==> config.mk <==
export PLATFORM = sky130hd
export DESIGN_NAME = cnt_seq_sat_ctr
export DESIGN_NICKNAME = d
export VERILOG_FILES = /design/src/rtl/cnt_seq_sat_ctr.sv
export SDC_FILE = /design/constraint.sdc
export NUM_CORES = 1
export LEC_CHECK = 0
export ABC_AREA = 1
export BUFFER_PORTS_ARGS = -buffer_cell sky130_fd_sc_hd__buf_4
export CAP_MARGIN = 10
export CORE_MARGIN = 3
export CORE_UTILIZATION = 30
export CTS_BUF_LIST = sky130_fd_sc_hd__clkbuf_8
export CTS_CLUSTER_SIZE = 12
export DETAILED_ROUTE_END_ITERATION = 16
export GPL_TIMING_DRIVEN = 1
export HOLD_SLACK_MARGIN = 0.15
export MAX_ROUTING_LAYER = met4
export PLACE_DENSITY = 0.58
export RECOVER_POWER = 100
export SYNTH_ARGS = -nofsm -noshare
export SYNTH_HDL_FRONTEND = slang
export SYNTH_SLANG_ARGS = --single-unit
==> constraint.sdc <==
create_clock -name clk -period 2.9 [get_ports clk]
set_input_delay 0.435 -clock clk [delete_from_list [all_inputs] [get_ports clk]]
set_output_delay 0.435 -clock clk [all_outputs]
set_load 0.03 [all_outputs]
==> src/rtl/cnt_seq_sat_ctr.sv <==
// Saturating up-counter: increments on inc and sticks at all ones.
module cnt_seq_sat_ctr #(
  parameter int W = 8
) (
  input  logic         clk,
  input  logic         rst,
  input  logic         inc,
  output logic [W-1:0] cnt
);

  always_ff @(posedge clk or posedge rst) begin
    if (rst) begin
      cnt <= '0;
    end else if (inc && (cnt != {W{1'b1}})) begin
      cnt <= cnt + 1'b1;
    end
  end

endmodule

==> run metrics, run 1 <==
First DRT Iteration DRCs=8; routed vias=410; GRT met3 Usage=0.07115; CP Launch Type=register; post-synthesis net count=67; CTS tree=built; xor/xnor share of the synthesized area=0.01852; Register-to-Register Path Depth=7; reg-to-reg slack, setup=1.37 ns; status=finished, final reports clean; Hold Crit Class=input pin to asynchronous set/reset pin; compound-cell area share of the yosys netlist=0.02116; Vias per Instance=4.607; CP Cell Sequence=ha_1 -> nand2_1 -> nor2_1 -> nand2_1 -> nand2_1 -> nand2_1 -> o21ai_0; Simple-Gate Fraction of Synth Area=0.3968; post-CTS sizing=0; DR WL/cell=10.16 um; max-cap viol count=0; hold buffer count at cts=0; most used cell, CP=nand2_1; Clock Latency Late Sink=0.22 ns; CP endpoint kind=register; CP arrival=1.63 ns; slowest CP cell=dfrtp_1; commonest non-fill, non-tap cells in the layout=nand2_1, inv_1, dfrtp_1, clkbuf_1, nand3_1; actual slew at the worst max-slew pin=0.3666 ns; final WL=904 um; crit share post-route=0.5264; grt met1 use=0.1223; NetSw=0.0001911 W; Detailed Routing Iterations Pass 1=2; drc violations=0; Crit path required time=3.00 ns; die width=45.71 um; Final Max Slew Viols=0; Die Ht=45.71 um; Finished Core Util=0.4009; starting density of the core=0.3421; TNS Setup=0 ns; # setup viols final=0; Final Skew=0.001566 ns; Worst Setup EP=cnt[2]; Flop pwr share=0.380; Final Critical Period=1.527 ns; Core ar.=1383 um^2; synthesized area=473.0 um^2; highest ir drop seen on vdd=361.5 uV; Yosys warnings=0; grt met2 use=0.1699; most used routing layer=met2; Synth cell types=16; CP startpoint=cnt[0]; die area=2089 um^2; H-Tree Depth=1; critical path peak fanout=11; Rows=13; reg2reg end=cnt[2]; commonest non-fill, non-tap cell in the layout=nand2_1; largest net degree at the start of global routing=12; post-synthesis sequential area ratio=0.4233; combinational share of power=0.342; Bufs and invs on worst path=0; P_int=0.0002766 W; # nets final=80; leakage power total=0.2743 nW; Mean Syn Cell Area=7.507 um^2; Critical Path Stages=7; clock sink count=8; first-pass GRT wire length=1552 um; worst r2r src=cnt[0]; CTS Buf Count=3; Crit path largest cell delay=0.41 ns; number of diodes=0; Inst Count DP=86; initial antenna violation count=0; non-filler cells, final=89; Largest Register=cnt; max reg flops=8; clock power share=0.277; Adder-Cell Fraction of Synth Area=0.02646; post-synthesis mux area share=0; Worst Hold Slack=0.1597 ns; CP Class=register to register; Crit path max-delay family=simple AND/OR/NAND/NOR gates; vias in the first global route=357; Final Wtd Congestion=0.6979; unrepaired setup endpoints after global routing=false; clk slew on worst S/H paths=0.04 ns; postcts setup bufs=0; Fin. Hold Viols=0; GR Overflow Total=0; Area Growth Syn to Fin=17.20%; Cells after Synth=63; Regs by FF count=cnt: 8 flops; GRT Util Overall=0.1154; ANT nets after route=0; Max Fclk=655.1 MHz; root buffer cell=clkbuf_8; relative slew slack=0.7567; share of cells above drive strength 1=0.1216; largest family of logic cells by synthesized area=simple AND/OR/NAND/NOR gates; number of buffers on the longest clock path=2; register bit total from synthesis=8; Sw Share=0.4086; dpl hpwl=721.8 um; PortBufs=10; PwrDens=843.7 nW/um^2; IO Pins=11
-- layer usage --
layer,routed length (um),up-vias
met5,0,-
met3,82,2
met2,395,11
li1,-,216
met4,9,0
met1,417,181
-- worst min path at each step --
stage,start,to,slack [ns],cells past startpoint
floorplan,rst,cnt[0],0.25,1
global placement,rst,cnt[1],0.42,2
finish,rst,cnt[5],0.16,2
detailed placement,rst,cnt[5],0.41,2
global route,rst,cnt[1],0.18,2
CTS,rst,cnt[5],0.17,2
-- power by group through the flow --
stage | registers [W] | logic [W] | clock network (W)
3_5_place_dp | 0.000181 | 0.000191 | 0
4_1_cts | 0.000180 | 0.000192 | 0.000134
6_report | 0.000178 | 0.000160 | 0.000130
2_1_floorplan | 0.000236 | 0.0000680 | 0
3_3_place_gp | 0.000182 | 0.000189 | 0
5_1_grt | 0.000187 | 0.000177 | 0.000143
-- stage by stage --
step | instance area [um^2] | power [W] | setup WS (ns)
4_1_cts | 591.8 | 0.0005064 | 1.533
3_3_place_gp | 550.5 | 0.0003711 | 1.543
6_report | 554.3 | 0.0004677 | 1.373
2_1_floorplan | 473.0 | 0.0003044 | 1.500
3_5_place_dp | 550.5 | 0.0003719 | 1.545
5_1_grt | 554.3 | 0.0005065 | 1.232
-- final cells by class --
cell class                 count  area (um^2)
fill                         153        828.3
multi-input combinational     43        211.5
sequential                     8        200.2
timing repair buffer          10        45.04
clock buffer                   3        41.29
inverter                      10        37.54
tap                           15        18.77
-- cells in the mapped netlist, drive strengths merged --
cell / number / area (um^2)
buf: 2 / 16.26
ha: 1 / 12.51
o21ai: 2 / 10.00
inv: 10 / 37.54
nand3b: 1 / 7.510
dfrtp: 8 / 200.2
nand3: 8 / 50.05
nand2: 23 / 91.34
xnor2: 1 / 8.760
nand4: 2 / 12.51
nor2: 5 / 26.28
-- cell families (layout without fill, tap and decap cells) --
family | Yosys count | in the layout
flops | 8 | 8
xor+xnor | 1 | 1
fa+ha+maj | 1 | 1
simple gates | 39 | 39
compound gates | 2 | 2
buf+inv | 12 | 23
-- worst register-to-register path, cell delays in order (launching register included) --
cell	delay [ns]
dfrtp_1	0.41
ha_1	0.24
nand2_1	0.10
nor2_1	0.06
nand2_1	0.28
nand2_1	0.17
nand2_1	0.08
o21ai_0	0.07
No activity file was read; power rests on OpenSTA's default activity.
==> inputs of run 2 (changes only) <==
Settings changed: ABC_AREA 1 to 0, PLACE_DENSITY 0.58 to 0.6.
Clock period 2.9 ns to 1.4 ns, I/O delays scaled along.
==> run metrics, run 2 <==
Reg area=205.2 um^2; Synth area leader=dfrtp_1; final WL=916 um; CTS Buf Count=3; leakage power total=0.2493 nW; max reg flops=8; first-pass GRT wire length=1593 um; WHS Path Cells=3; share of cells above drive strength 1=0.4138; Yosys warnings=0; top_reg_cell synth=dfrtp_1; Mean Syn Cell Area=11.03 um^2; Crit path largest cell delay=0.38 ns; commonest non-fill, non-tap cells in the layout=buf_4, nand2_1, dfrtp_2, dfrtp_1; highest ir drop seen on vdd=1053 uV; post-synthesis net count=42; Vias per Instance=5.153; Largest Register=cnt; area share of the largest cell type after synthesis=0.4776; Final Max Slew Viols=0; relative slew slack=0.7528; clock sink count=8; Core ar.=1201 um^2; First DRT Iteration DRCs=2; initial antenna violation count=0; register bit total from synthesis=8; WHS Endpoint=cnt[2]; routed vias=371; Hold Crit Class=input pin to register; Inst Count DP=64; GRT Util Overall=0.1215; Max Fclk=742.3 MHz; dpl hpwl=686.5 um; Design Area, Final=616.8 um^2; CP Launch Type=register; max-cap viol count=0; non-filler cells, final=72; Detailed Routing Iterations Pass 1=4; Fin. Hold Viols=0; worst r2r src=cnt[1]; Regs by FF count=cnt: 8 flops; Area Growth Syn to Fin=47.16%; synthesized area=419.2 um^2; Final Critical Period=1.347 ns; Fillers=112; PortBufs=10; hold_sp=inc; IO Pins=11; # nets final=64; Cells after Synth=38; CP arrival=1.45 ns; CP Class=register to register; Finished Core Util=0.5135; post-synthesis sequential area ratio=0.4776; EDFF count, synth=0; actual slew at the worst max-slew pin=0.3724 ns; Synth cell types=19; die area=1882 um^2; drc violations=0; reg-to-reg slack, setup=0.05 ns; synth cell count leaders=dfrtp_1, nand2_1, mux2_1, nand3_1, nand4_1; CTS tree=built; Placed Area=544.3 um^2; DR WL/cell=12.72 um; root buffer cell=clkbuf_8; Final Wtd Congestion=0.7991; most numerous cell in the Yosys netlist=dfrtp_1; footprint of the multi-input gates=235.2 um^2; PwrDens=2431 nW/um^2; CP endpoint kind=register; H-Tree Depth=1; critical path peak fanout=4; clk slew on worst S/H paths=0.04 ns; die width=43.38 um; CP Cell Sequence=ha_4 -> nand4_4 -> o21ai_4 -> mux2_1; Clock Latency Late Sink=0.23 ns; GR Overflow Total=0; commonest non-fill, non-tap cell in the layout=buf_4; largest net degree at the start of global routing=9; status=finished, final reports clean; Rows=12; # setup viols final=0; slowest CP cell=dfrtp_2; number of diodes=0; Die Ht=43.38 um; vias in the first global route=334; Register-to-Register Path Depth=4; starting density of the core=0.3490; Final Skew=0.002393 ns; number of buffers on the longest clock path=2; reg2reg end=cnt[1]; Crit path required time=1.50 ns; crit share post-route=0.9623; ys async rst share=1.000; ANT nets after route=0; TNS Setup=0 ns; top post-synthesis cells by area=dfrtp_1, mux2_1, nand4_4, nand4_1, nand3_1
run 2: repair_timing:
item	4_1_cts	5_1_grt
hold endpoints to repair	8	0
hold buffers	1	0
setup endpoints to repair	1	1
gates resized for setup	1	0
setup buffers	1	3
pin swaps	0	1
run 2: per-layer routing:
metal	GRT usage	part of all wire	vias to the layer above
li1	-	-	183
met1	0.1436	0.45	174
met2	0.1652	0.45	12
met3	0.05809	0.069	2
met4	0.07229	0.025	0
met5	-	0	-
run 2: cell type report:
cell class,instances,area share
Multi-Input combinational cell,29,0.3813
Sequential cell,8,0.3327
Timing Repair Buffer,17,0.1846
Clock buffer,3,0.06694
Tap cell,14,0.02840
Inverter,1,0.006085
run 2: stage by stage:
step	setup WS (ns)	power (W)	hold slack, ns
detailed placement	-0.04599	0.001229	0.1882
global route	-0.01212	0.001615	0.3476
CTS	0.001571	0.001543	0.2954
global placement	0.05412	0.001209	0.1775
finish	0.05276	0.001499	0.3103
floorplan	-0.03799	0.0009520	0.02539
run 2: how the worst max path moves through the flow:
stage	from	endpoint	slack, ns
3_3_place_gp	cnt[1]	cnt[1]	0.05
3_5_place_dp	cnt[1]	cnt[1]	-0.05
4_1_cts	cnt[1]	cnt[1]	0.002
5_1_grt	cnt[1]	cnt[1]	-0.01
2_1_floorplan	cnt[0]	cnt[1]	-0.04
6_report	cnt[1]	cnt[1]	0.05
run 2: critical path: cells and delay by family (launching register included):
family / cells / cell delay (ns)
fa+ha+maj: 1 / 0.17
flops: 1 / 0.38
simple gates: 1 / 0.14
compound gates: 1 / 0.19
mux: 1 / 0.35
run 2: report_power, final:
group / internal (W) / switching, W
registers: 0.000348 / 0.000167
clock network: 0.000186 / 0.0000904
logic: 0.000300 / 0.000408
run 2: logic make-up (layout without fill, tap and decap cells):
kind of cell             after synthesis  count (layout)  share of synthesized area
flip-flops                             8               8                     0.4776
AO/OA/AOI/OAI                          8               8                     0.1462
XOR/XNOR                               1               1                    0.02090
AND/OR/NAND/NOR                       15              15                     0.2089
buffers and inverters                  1              21                   0.008947
adder cells (fa/ha/maj)                1               1                    0.02985
multiplexers                           4               4                     0.1075
==> inputs of run 3 (changes only) <==
Settings changed: CTS_BUF_LIST sky130_fd_sc_hd__clkbuf_8 to default, PLACE_DENSITY 0.6 to 0.57, REMOVE_ABC_BUFFERS from default to 1.
==> run metrics, run 3 (synthesized netlist as in run 2, its figures left out) <==
leakage power total=0.2400 nW; Largest Register=cnt; top sig layer=met4; # setup viols final=0; clk slew on worst S/H paths=0.06 ns; First DRT Iteration DRCs=0; Final Max Slew Viols=0; unrepaired setup endpoints after global routing=false; relative slew slack=0.7553; hold_sp=inc; Vias per Instance=5.139; PortBufs=10; Area Growth Syn to Fin=37.91%; share of cells above drive strength 1=0.3448; Crit path required time=1.55 ns; GR Overflow Total=0; PwrDens=2399 nW/um^2; WHS Endpoint=cnt[0]; GRT Util Overall=0.1257; reg2reg end=cnt[1]; largest net degree at the start of global routing=9; Tot Pwr=0.001387 W; # nets final=64; max-cap viol count=0; root buffer cell=clkbuf_4; WHS Path Cells=3; met2 WL=424 um; worst r2r src=cnt[0]; Final Critical Period=1.356 ns; Rows=12; commonest non-fill, non-tap cell in the layout=buf_4; dpl hpwl=704 um; starting density of the core=0.3490; status=finished, final reports clean; final WL=911 um; initial antenna violation count=0; Finished Core Util=0.4813; Detailed Routing Iterations Pass 1=1; Hold Crit Class=input pin to register; Die Ht=43.38 um; Final Wtd Congestion=0.8028; clock sink count=8; DR WL/cell=12.65 um; Core ar.=1201 um^2; number of buffers on the longest clock path=2; crit share post-route=0.9684; IO Pins=11; reg-to-reg slack, setup=0.04 ns; die area=1882 um^2; commonest non-fill, non-tap cells in the layout=buf_4, dfrtp_1, nand2_1, clkbuf_4, clkbuf_1; ANT nets after route=0; routed vias=370; CP Class=register to register; CP arrival=1.51 ns; Clock Latency Late Sink=0.26 ns; number of diodes=0; highest ir drop seen on vdd=857.2 uV; Register-to-Register Path Depth=4; die width=43.38 um; CTS Buf Count=3; CP startpoint=cnt[0]; vias in the first global route=353; metal3 WL=53 um; metal1 wirelength=399 um; CP Launch Type=register; H-Tree Depth=1; Design Area, Final=578.1 um^2; drc violations=0; Final Skew=0.01077 ns; CP endpoint kind=register; critical path peak fanout=5; max reg flops=8; Fin. Hold Viols=0; Regs by FF count=cnt: 8 flops; first-pass GRT wire length=1628 um; Placed Area=556.8 um^2; Max Fclk=737.6 MHz; actual slew at the worst max-slew pin=0.3686 ns; CTS tree=built
## run 3: cell count changes in the layout (fill, tap and decap cells not counted), sizes merged
cell and change:
buf -2, clkbuf +2
## run 3: layer usage
layer,global-route usage,up-vias
met1,0.1480,170
met5,-,-
li1,-,186
met2,0.1711,10
met4,0.1084,0
met3,0.03734,4
## run 3: how the worst max path moves through the flow
stage | endpoint | slack, ns
after floorplan | cnt[1] | -0.26
after global routing | cnt[7] | 0.003
after detailed placement | cnt[1] | 0.01
final | cnt[1] | 0.04
after global placement | cnt[1] | 0.07
after CTS | cnt[1] | 0.02
## run 3: where the power goes
part           internal, W  switching [W]
clock            0.0000986      0.0000861
sequential        0.000338       0.000152
combinational     0.000297       0.000415
## run 3: final cells by class
cell class                 count  area, um^2
multi-input combinational     29       225.2
clock buffer                   3       22.52
timing repair buffer          17       107.6
tap                           14       17.52
sequential                     8       201.4
inverter                       1       3.754
fill                         115       623.1
## run 3: timing repair
| item | CTS | global route |
|---|---|---|
| hold endpoints to repair | 8 | 0 |
| setup endpoints to repair | 1 | 2 |
| buffers inserted | 0 | 0 |
| pin swaps | 0 | 1 |
| hold buffers | 1 | 0 |
| resized for setup | 1 | 2 |
## run 3: critical path: stages, from the launching register on
cell and delay [ns]:
dfrtp_1 0.37, ha_2 0.22, nand4_4 0.15, o21ai_4 0.18, mux2_1 0.33
## run 3: metrics by stage
step	setup TNS (ns)	setup slack, ns	cells	hold slack (ns)
final	0	0.04422	72	0.2565
after global placement	0	0.07455	68	0.1741
after detailed placement	0	0.01072	68	0.1893
after floorplan	-0.4540	-0.2639	38	0.02566
after global routing	0	0.002565	72	0.2745
after CTS	0	0.01528	72	0.2650
